$ cat config.mk
export PLATFORM = sky130hd
export DESIGN_NAME = ds1822_responder
export DESIGN_NICKNAME = d
export VERILOG_FILES = /design/src/rtl/ds1822_responder.sv
export SDC_FILE = /design/constraint.sdc
export NUM_CORES = 1
export LEC_CHECK = 0
export ABC_AREA = 1
export CORE_UTILIZATION = 55
export CTS_BUF_LIST = sky130_fd_sc_hd__clkbuf_16
export CTS_CLUSTER_DIAMETER = 200
export DETAILED_ROUTE_END_ITERATION = 10
export GPL_ROUTABILITY_DRIVEN = 0
export PLACE_DENSITY_LB_ADDON = 0.3
export RECOVER_POWER = 25
export SLEW_MARGIN = 40
export SYNTH_ARGS = -nofsm -noshare
export SYNTH_HDL_FRONTEND = slang
export SYNTH_SLANG_ARGS = --single-unit
$ cat constraint.sdc
create_clock -name clk -period 2 [get_ports clk]
set_clock_uncertainty 0.15 [all_clocks]
set_input_delay 0.5 -clock clk [delete_from_list [all_inputs] [get_ports clk]]
set_output_delay 0.5 -clock clk [all_outputs]
set_load 0.05 [all_outputs]
$ cat src/rtl/ds1822_responder.sv
// DS1822-style 1-wire slave: reset/presence, Skip/Read ROM, Convert T and Read Scratchpad.
// Define DS1822_CRC_EN to append a Dallas CRC-8 to the scratchpad; otherwise that byte is 0x00.
module ds1822_responder #(
  parameter int unsigned CLK_PER_US = 2,
  parameter logic [63:0] ROM_ID     = 64'h5500000000000022,
  parameter int unsigned CONV_US    = 1000,
  parameter logic [47:0] CFG_BYTES  = 48'h10_0C_FF_7F_46_4B
) (
  input  logic        clk,
  input  logic        rst,
  input  logic        dq_in,
  output logic        dq_oe,
  input  logic [15:0] temp,
  output logic        busy,
  output logic [7:0]  last_cmd
);

  localparam int unsigned T30Cyc   = 30 * CLK_PER_US;
  localparam int unsigned T120Cyc  = 120 * CLK_PER_US;
  localparam int unsigned TRstCyc  = 400 * CLK_PER_US;
  localparam int unsigned TConvCyc = CONV_US * CLK_PER_US;
  // Presence delay is counted from the synchronised rise, so remove sync and output latency.
  localparam int unsigned TPresDly = T30Cyc - 3;

  typedef enum logic [2:0] {
    StIdle, StPresWait, StPresence, StRomCmd, StRomTx, StFuncCmd, StScrTx, StConv
  } state_e;

  state_e      state_q, state_d;
  logic        dq_s1_q, dq_s2_q, dq_prev_q;
  logic [31:0] low_cnt_q, low_cnt_d;
  logic [31:0] tmr_q, tmr_d;
  logic [31:0] oe_tmr_q, oe_tmr_d;
  logic [31:0] conv_cnt_q, conv_cnt_d;
  logic        oe_q, oe_d;
  logic        slot_pend_q, slot_pend_d;
  logic        busy_q, busy_d;
  logic [6:0]  bit_cnt_q, bit_cnt_d;
  logic [7:0]  rx_q, rx_d;
  logic [7:0]  last_cmd_q, last_cmd_d;
  logic [15:0] temp_q, temp_d;
  logic [7:0]  crc_byte, rx_byte;
  logic [63:0] scratch;
  logic        fall, bus_rst, commit, commit_bit, tx_bit, tx_state;

`ifdef DS1822_CRC_EN
  logic [7:0] crc_q, crc_d;
  assign crc_byte = crc_q;
`else
  assign crc_byte = 8'h00;
`endif

  // Our own low drive can never look like a master slot.
  assign fall     = dq_prev_q & ~dq_s2_q & ~oe_q;
  assign bus_rst  = ~dq_s2_q && (low_cnt_q == TRstCyc - 1);
  assign scratch  = {CFG_BYTES, temp_q};
  assign tx_state = state_q inside {StRomTx, StScrTx, StConv};
  assign rx_byte  = {commit_bit, rx_q[7:1]};

  assign dq_oe    = oe_q;
  assign busy     = busy_q;
  assign last_cmd = last_cmd_q;

  always_comb begin
    state_d     = state_q;
    tmr_d       = tmr_q;
    oe_d        = oe_q;
    oe_tmr_d    = oe_tmr_q;
    slot_pend_d = slot_pend_q;
    bit_cnt_d   = bit_cnt_q;
    rx_d        = rx_q;
    busy_d      = busy_q;
    conv_cnt_d  = conv_cnt_q;
    temp_d      = temp_q;
    last_cmd_d  = last_cmd_q;
`ifdef DS1822_CRC_EN
    crc_d       = crc_q;
`endif
    commit      = 1'b0;
    commit_bit  = 1'b0;
    tx_bit      = 1'b1;

    if (dq_s2_q) low_cnt_d = '0;
    else if (low_cnt_q == TRstCyc) low_cnt_d = low_cnt_q;
    else low_cnt_d = low_cnt_q + 32'd1;

    // Conversion is independent of bus state so it survives a bus reset.
    if (busy_q) begin
      if (conv_cnt_q == TConvCyc - 1) begin
        busy_d     = 1'b0;
        temp_d     = temp;
        conv_cnt_d = '0;
      end else begin
        conv_cnt_d = conv_cnt_q + 32'd1;
      end
    end

    if (oe_q) begin
      if (oe_tmr_q == '0) oe_d = 1'b0;
      else oe_tmr_d = oe_tmr_q - 32'd1;
    end

    unique case (state_q)
      StPresWait: begin
        if (!dq_s2_q) begin
          tmr_d = '0;
        end else if (tmr_q == TPresDly) begin
          state_d  = StPresence;
          oe_d     = 1'b1;
          oe_tmr_d = T120Cyc - 1;
        end else begin
          tmr_d = tmr_q + 32'd1;
        end
      end
      StPresence: begin
        if (oe_tmr_q == '0) begin
          state_d     = StRomCmd;
          bit_cnt_d   = '0;
          slot_pend_d = 1'b0;
        end
      end
      StRomCmd, StFuncCmd: begin
        // A new edge closes any pending slot early so every edge counts as one bit.
        if (fall) begin
          if (slot_pend_q) commit = 1'b1;
          slot_pend_d = 1'b1;
          tmr_d       = '0;
        end else if (slot_pend_q) begin
          if (tmr_q == T30Cyc - 1) begin
            commit      = 1'b1;
            commit_bit  = dq_s2_q;
            slot_pend_d = 1'b0;
          end else begin
            tmr_d = tmr_q + 32'd1;
          end
        end
      end
      StRomTx: tx_bit = ROM_ID[bit_cnt_q[5:0]];
      StScrTx: tx_bit = bit_cnt_q[6] ? crc_byte[bit_cnt_q[2:0]] : scratch[bit_cnt_q[5:0]];
      StConv:  tx_bit = ~busy_q;
      default: ;
    endcase

    if (commit) begin
      rx_d = rx_byte;
      if (bit_cnt_q == 7'd7) begin
        bit_cnt_d = '0;
        if (state_q == StRomCmd) begin
          if (rx_byte == 8'hCC) begin
            state_d = StFuncCmd;
          end else begin
            state_d     = (rx_byte == 8'h33) ? StRomTx : StIdle;
            slot_pend_d = 1'b0;
          end
        end else begin
          slot_pend_d = 1'b0;
          if (rx_byte == 8'hBE) begin
            state_d    = StScrTx;
            last_cmd_d = rx_byte;
`ifdef DS1822_CRC_EN
            crc_d      = '0;
`endif
          end else if (rx_byte == 8'h44) begin
            state_d    = StConv;
            last_cmd_d = rx_byte;
            busy_d     = 1'b1;
            conv_cnt_d = '0;
          end else begin
            state_d = StIdle;
          end
        end
      end else begin
        bit_cnt_d = bit_cnt_q + 7'd1;
      end
    end

    if (tx_state && fall) begin
      if (!tx_bit) begin
        oe_d     = 1'b1;
        oe_tmr_d = T30Cyc - 1;
      end
      if (state_q == StRomTx) begin
        if (bit_cnt_q == 7'd63) begin
          state_d   = StFuncCmd;
          bit_cnt_d = '0;
        end else begin
          bit_cnt_d = bit_cnt_q + 7'd1;
        end
      end else if (state_q == StScrTx) begin
`ifdef DS1822_CRC_EN
        if (!bit_cnt_q[6]) crc_d = {1'b0, crc_q[7:1]} ^ ((crc_q[0] ^ tx_bit) ? 8'h8C : 8'h00);
`endif
        if (bit_cnt_q == 7'd71) begin
          state_d   = StIdle;
          bit_cnt_d = '0;
        end else begin
          bit_cnt_d = bit_cnt_q + 7'd1;
        end
      end
    end

    if (bus_rst) begin
      state_d     = StPresWait;
      tmr_d       = '0;
      oe_d        = 1'b0;
      oe_tmr_d    = '0;
      slot_pend_d = 1'b0;
      bit_cnt_d   = '0;
    end
  end

  always_ff @(posedge clk) begin
    if (rst) begin
      state_q     <= StIdle;
      dq_s1_q     <= 1'b1;
      dq_s2_q     <= 1'b1;
      dq_prev_q   <= 1'b1;
      low_cnt_q   <= '0;
      tmr_q       <= '0;
      oe_tmr_q    <= '0;
      conv_cnt_q  <= '0;
      oe_q        <= 1'b0;
      slot_pend_q <= 1'b0;
      busy_q      <= 1'b0;
      bit_cnt_q   <= '0;
      rx_q        <= '0;
      last_cmd_q  <= '0;
      temp_q      <= '0;
`ifdef DS1822_CRC_EN
      crc_q       <= '0;
`endif
    end else begin
      state_q     <= state_d;
      dq_s1_q     <= dq_in;
      dq_s2_q     <= dq_s1_q;
      dq_prev_q   <= dq_s2_q;
      low_cnt_q   <= low_cnt_d;
      tmr_q       <= tmr_d;
      oe_tmr_q    <= oe_tmr_d;
      conv_cnt_q  <= conv_cnt_d;
      oe_q        <= oe_d;
      slot_pend_q <= slot_pend_d;
      busy_q      <= busy_d;
      bit_cnt_q   <= bit_cnt_d;
      rx_q        <= rx_d;
      last_cmd_q  <= last_cmd_d;
      temp_q      <= temp_d;
`ifdef DS1822_CRC_EN
      crc_q       <= crc_d;
`endif
    end
  end

endmodule

==> flow_summary.toml, run 1 <==
[timing]
setup_slack_ns = -0.1276
tns_ns = -5.134
fin_crit_ns = 2.128
clock.fmax_mhz = 470.0
worstMarginPinSlew_ns = 0.4878
period_share_pct = 106.4
rsz0062_at_grt = "yes"
report.final.slew_viol_count = 0
hold_viol = 0
relSlewSlack_pct = 67.18
setup_viol = 94

[yosys]
synth_area_leader_cell = "dfxtp_1"
synth_top_cell_area_share_pct = 35.08
yosys_most_used_dff = "dfxtp_1"
synth-edff-count = 0
yosysMostFrequentCell = "nand2_1"
synth.avg_cell_area_sq_um = 6.634
synthesis.area_sq_um = 10040
ys_types = 54
yosysWarnings = 0
synthTopCellsByCount = "nand2_1 (287), nor2_1 (221), inv_1 (186)"
synthArstFlopShare_pct = 0
synth_cells = 1514
yosys-top-cells-area = "dfxtp_1 (35%), nand2_1 (11%), nor2_1 (8.3%)"
ys_seq_area_share_pct = 35.08
syn-num-nets = 1545
synth-seq-cells = 176

[worst_setup_path]
path_cells = "inv_2 > nand2_1 > nor2_1 > nand2_1 > nor2_4 > nand2_4 > nand2_4 > nand2_4 > buf_6 > buf_12 > nand3_1 > nand2_1 > nand2_2 > nand2_1 > inv_1 > nand3_1 > nand2_1"
cp-end-kind = "flip-flop"
rr_worst_depth = 17
critPathKind = "reg2reg"
cpPeakStageDelay_ns = 0.34
reg2reg_slack_ns = -0.13
crit_path_start = "tmr_q[24]$_SDFFE_PP0P_"
start_kind = "flip-flop"
path_common_cell = "nand2_1"
arrival_ns = 2.36
r2r-start = "tmr_q[24]$_SDFFE_PP0P_"
slowest_stage = "dfxtp_1"
worstPathRequired_ns = 2.23
cp_max_fo = 6

[run]
maxCapViolCount = 0

[die]
row_count = 49
core-area_sq_um = 17900
fp.dieH_um = 137.1
die_area_sq_um = 18800
die_w_um = 137.1
io_pins = 29
initial_utilization_pct = 56.10

[clock_network]
cts_inserted_buffers = 17
clockBufferDepth = 2
clockRootBuffer = "clkbuf_16"
cts.sinks = 176
htreeDepth = 4
cts_tree = "yes"
clk_latency_ns = 0.44
clk_pin_slew_ns = 0.07

[finish]
layout.nets = 1793
drive_gt1_share_pct = 32.51
final_cells = 2004
n_antenna_cell = 0
synthToLayoutAreaGrowth_pct = 38.43
fin_util_pct = 77.66

[route]
viasPerCell = 5.732
first_pass_iters = 6
routedWlPerCell_um = 16.08
drc = 0
routed_wl_mm = 32.22
ant_nets = 0
first_iter_violations = 1106
vias = 11490

[pwr]
total_power_w = 0.007195
powerDensity_nw_per_um2 = 517.5
power.leakage_nw = 5.753
peakVddDrop_mv = 0.6160

[global_route]
antenna_found_initial = 0
track_usage_pct = 29.73
grt_first_pass_wirelength_mm = 45.20
grt_pass1_vias = 10110
grt_max_degree = 33
overflow = 0

[place]
detailed_place_hpwl_mm = 18.89
place_inst = 1928
pre_cts_ws_ns = -0.1557
portBuffers = 28

[hold_path]
hp-class = "reg2reg"

[status]
outcome = "complete, but fails checks"
violations = "negative setup slack"
cell families (layout without fill, tap and decap cells):
family	Yosys count	in the layout	share of synthesized area [%]
adders and majority gates	12	12	1.495
xor gates and xnor gates	63	63	5.494
DFF	176	176	35.08
buffers and inverters	240	499	9.605
AOI/OAI and AO/OA	230	230	12.57
and+or+nand+nor	793	795	35.75
routing by layer:
| metal | routed length [um] | up-vias | global-route usage (%) |
|---|---|---|---|
| met5 | 0 | - | 0 |
| met4 | 1284 | 0 | 13.68 |
| li1 | - | 5427 | - |
| met3 | 2411 | 153 | 4.185 |
| met2 | 15950 | 588 | 50.62 |
| met1 | 12570 | 5319 | 36.97 |
registers in the layout (all words and copies together), names as in the netlist, named ones only:
| name | cells |
|---|---|
| last_cmd | 8 |
| slot_pend_q | 1 |
| dq_oe | 1 |
| dq_s2_q | 1 |
| oe_tmr_q | 32 |
| conv_cnt_q | 32 |
| temp_q | 16 |
| busy | 1 |
| bit_cnt_q | 7 |
| state_q | 3 |
| dq_s1_q | 1 |
| rx_q | 7 |
| low_cnt_q | 32 |
| tmr_q | 32 |
| dq_prev_q | 1 |
final cells by class:
class	count	area, sq um
fillers	1158	3999
multi-input cells	1100	6445
inverters	201	783.3
repair buffers	266	2196
flip-flops and latches	176	3596
clock inverters	15	171.4
clock buffers	17	425.4
well taps	229	286.5
critical path: cells and delay by family, from the launching register on:
kind | cells | cell delay (ns)
AND/OR/NAND/NOR | 13 | 1.17
flip-flops | 1 | 0.34
buffers and inverters | 4 | 0.42
worst min path at each step:
stage / slack (ns) / to / cells after the start / startpoint
2_1_floorplan: 0.24 / dq_s2_q$_SDFF_PP1_ / 1 / dq_s1_q$_SDFF_PP1_
3_3_place_gp: 0.24 / dq_s2_q$_SDFF_PP1_ / 1 / dq_s1_q$_SDFF_PP1_
3_5_place_dp: 0.24 / dq_s2_q$_SDFF_PP1_ / 1 / dq_s1_q$_SDFF_PP1_
5_1_grt: 0.29 / dq_s2_q$_SDFF_PP1_ / 1 / dq_s1_q$_SDFF_PP1_
4_1_cts: 0.26 / dq_s2_q$_SDFF_PP1_ / 1 / dq_s1_q$_SDFF_PP1_
6_report: 0.28 / dq_s2_q$_SDFF_PP1_ / 1 / dq_s1_q$_SDFF_PP1_
cells in the final DEF (no fill, tap or decap), types with 4 or more instances in the layout:
| master | n |
|---|---|
| nand3_1 | 84 |
| dfxtp_4 | 6 |
| nand2_4 | 15 |
| clkbuf_16 | 20 |
| o21ai_2 | 12 |
| ha_4 | 4 |
| a21oi_1 | 96 |
| nor2_4 | 36 |
| nand3_2 | 15 |
| nor4_1 | 6 |
| nor2_2 | 37 |
| inv_4 | 7 |
| o21ai_1 | 23 |
| buf_4 | 214 |
| ha_1 | 6 |
| dfxtp_1 | 130 |
| buf_12 | 5 |
| nor3_2 | 19 |
| xor2_1 | 52 |
| inv_1 | 163 |
| a21oi_2 | 7 |
| nand2_1 | 249 |
| clkdlybuf4s50_1 | 17 |
| buf_6 | 15 |
| a211oi_1 | 4 |
| clkbuf_2 | 10 |
| nor3_1 | 75 |
| xnor2_1 | 11 |
| nor3b_1 | 4 |
| dfxtp_2 | 40 |
| nand2_2 | 36 |
| o21a_1 | 4 |
| nand4_1 | 29 |
| inv_2 | 31 |
| nor2_1 | 165 |
| nor3_4 | 5 |
| o21ai_0 | 65 |
| nand3_4 | 4 |
where the power goes:
| group | switching [W] | internal [W] |
|---|---|---|
| logic | 0.000124 | 0.0000918 |
| registers | 0.00000207 | 0.00350 |
| clock network | 0.00152 | 0.00196 |
what timing repair did:
item	CTS	global route
setup buffers	9	30
pin swaps	24	93
gates resized for setup	70	270
gates cloned	0	6
setup endpoints to repair	117	150
hold buffers	0	0
through the flow:
stage | cell area [sq um] | hold slack, ns
2_1_floorplan | 10050 | 0.2395
3_5_place_dp | 11920 | 0.2442
4_1_cts | 12810 | 0.2607
5_1_grt | 13900 | 0.2924
6_report | 13900 | 0.2798
3_3_place_gp | 11920 | 0.2414
(Power assumes the default switching activity.)
==> inputs of run 2 (changes only) <==
--- a/config.mk
+++ b/config.mk
@@ -10,6 +10,7 @@
 export CTS_BUF_LIST = sky130_fd_sc_hd__clkbuf_16
 export CTS_CLUSTER_DIAMETER = 200
 export DETAILED_ROUTE_END_ITERATION = 10
+export DONT_BUFFER_PORTS = 1
 export GPL_ROUTABILITY_DRIVEN = 0
 export PLACE_DENSITY_LB_ADDON = 0.3
 export RECOVER_POWER = 25
==> run 2 against run 1 <==
Against the previous run: the run still ends with negative setup slack left; critical path depth is 3 lower; count of clock-buffer cells in the layout unchanged; combinational power is 14% lower; power down 2.0%; routed wire length shrank 1.9%; non-clock buffer count shrank 24.
==> flow_summary.toml, run 2 (same netlist as run 1, synthesis figures left out) <==
[status]
outcome = "complete, but fails checks"
violations = "negative setup slack"

[worst_setup_path]
cp-end-kind = "flip-flop"
worstPathRequired_ns = 2.18
path_common_cell = "nand2_1"
critPathKind = "reg2reg"
slowest_stage = "dfxtp_2"
crit_buf_inv = 3
crit_family = "simple AND/OR/NAND/NOR gates"
cpPeakStageDelay_ns = 0.33
start_kind = "flip-flop"
arrival_ns = 2.44
path_cells = "inv_2 > nand2_1 > nor2_1 > nand2_1 > nor2_4 > nand2_2 > o21ai_2 > nand2_2 > nand2_8 > buf_12 > clkbuf_16 > o21ai_2 > nand2_1 > nor2_1"
cp_max_fo = 7
reg2reg_slack_ns = -0.26

[pwr]
powerDensity_nw_per_um2 = 500.6
power_frac_seq_pct = 49.6
peakVddDrop_mv = 0.6469
switching_share_pct = 24.54
p_int_w = 0.005319
power_frac_clock_pct = 47.8
power.leakage_nw = 5.839
p_sw_w = 0.001730
pwr-share-comb_pct = 2.6

[place]
detailed_place_hpwl_mm = 18.56
portBuffers = 0
place_inst = 1903

[finish]
synthToLayoutAreaGrowth_pct = 40.20
n_antenna_cell = 0
final_cells = 1979
final_common_cell = "nand2_1"
nFillCells = 1124
layout.nets = 1768
drive_gt1_share_pct = 35.54
final_cell_mix = "nand2_1 (230), buf_4 (202), inv_1 (160)"
fin_util_pct = 78.66

[global_route]
grt_pass1_vias = 9655
grt_max_degree = 33
antenna_found_initial = 0
grt_first_pass_wirelength_mm = 42.72
track_usage_pct = 28.18
overflow = 0

[timing]
report.final.slew_viol_count = 0
rsz0062_at_grt = "yes"
clock.fmax_mhz = 442.7
hold_viol = 0
relSlewSlack_pct = 59.96
fin_crit_ns = 2.259
worstMarginPinSlew_ns = 0.5998
period_share_pct = 113.0
setup_slack_ns = -0.2590
setup_viol = 108

[hold_path]
hp-class = "in2reg"

[run]
maxCapViolCount = 0

[clock_network]
htreeDepth = 4
clockBufferDepth = 2
clk_latency_ns = 0.44
clk_pin_slew_ns = 0.08
clockRootBuffer = "clkbuf_16"
cts_inserted_buffers = 17
cts_tree = "yes"
cts.sinks = 176

[route]
ant_nets = 0
vias = 11250
first_iter_violations = 1107
routedWlPerCell_um = 15.98
drc = 0
first_pass_iters = 6
viasPerCell = 5.686
routed_wl_mm = 31.62

[die]
core-area_sq_um = 17900
io_pins = 29
fp.dieH_um = 137.1
die_w_um = 137.1
die_area_sq_um = 18800
row_count = 49
initial_utilization_pct = 56.10
## run 2: cell types whose count changed in the layout (fill, tap and decap cells not counted), sizes merged
cell and change:
inv +3, clkdlybuf4s50 -17, clkbuf -6, clkinvlp -2, nand2 -2, buf -1
bufinv -2, clkinv +2
## run 2: worst paths after layout
check / to / from / cells after the start
setup / recovery: tmr_q[7]$_SDFFE_PP0P_ / tmr_q[18]$_SDFFE_PP0P_ / 14
hold / removal: dq_s1_q$_SDFF_PP1_ / dq_in / 1
setup reg to reg: tmr_q[7]$_SDFFE_PP0P_ / tmr_q[18]$_SDFFE_PP0P_ / 14
hold reg to reg: dq_s2_q$_SDFF_PP1_ / dq_s1_q$_SDFF_PP1_ / 1
## run 2: area by class of cell
type	instances	area, sq um	share of cell area, %
multi-input cells	1098	6694	47.54
flip-flops and latches	176	3590	25.49
repair buffers	242	2138	15.19
inverters	201	787.0	5.589
clock buffers	17	425.4	3.021
well taps	229	286.5	2.035
clock inverters	15	151.4	1.075
repair inverters	1	8.758	0.06220
## run 2: through the flow
stage          setup slack, ns  hold WS (ns)  power, W  instance area [sq um]  setup TNS, ns
4_1_cts               -0.02304      0.008820  0.006992                  12500        -0.2746
2_1_floorplan         0.004263        0.2395  0.003672                  10050              0
6_report               -0.2590       0.02199  0.007049                  14080         -14.17
3_3_place_gp          -0.04508        0.2418  0.003719                  11700        -0.9718
5_1_grt                -0.3271       0.01603  0.007194                  14080         -23.59
3_5_place_dp           -0.1345        0.2506  0.003721                  11700         -5.747
## run 2: timing repair
item,CTS,global route
endpoints found under the hold margin,4,0
hold buffers,1,0
setup endpoints to repair,121,150
pin swaps,20,114
buffers inserted,6,29
gates cloned,0,9
resized for setup,52,386
## run 2: per-layer routing
layer	track usage [%]	share of wire, %	up-vias
met4	9.585	4.1	0
met1	35.16	40	5204
met5	0	0	-
met3	5.296	6.5	147
li1	-	-	5387
met2	48.37	49	515
## run 2: power by group through the flow
stage	combinational, W	sequential, W	clock, W
6_report	0.000185	0.00349	0.00337
5_1_grt	0.000196	0.00349	0.00351
4_1_cts	0.000141	0.00350	0.00335
3_5_place_dp	0.000135	0.00359	0
3_3_place_gp	0.000133	0.00359	0
2_1_floorplan	0.0000864	0.00359	0
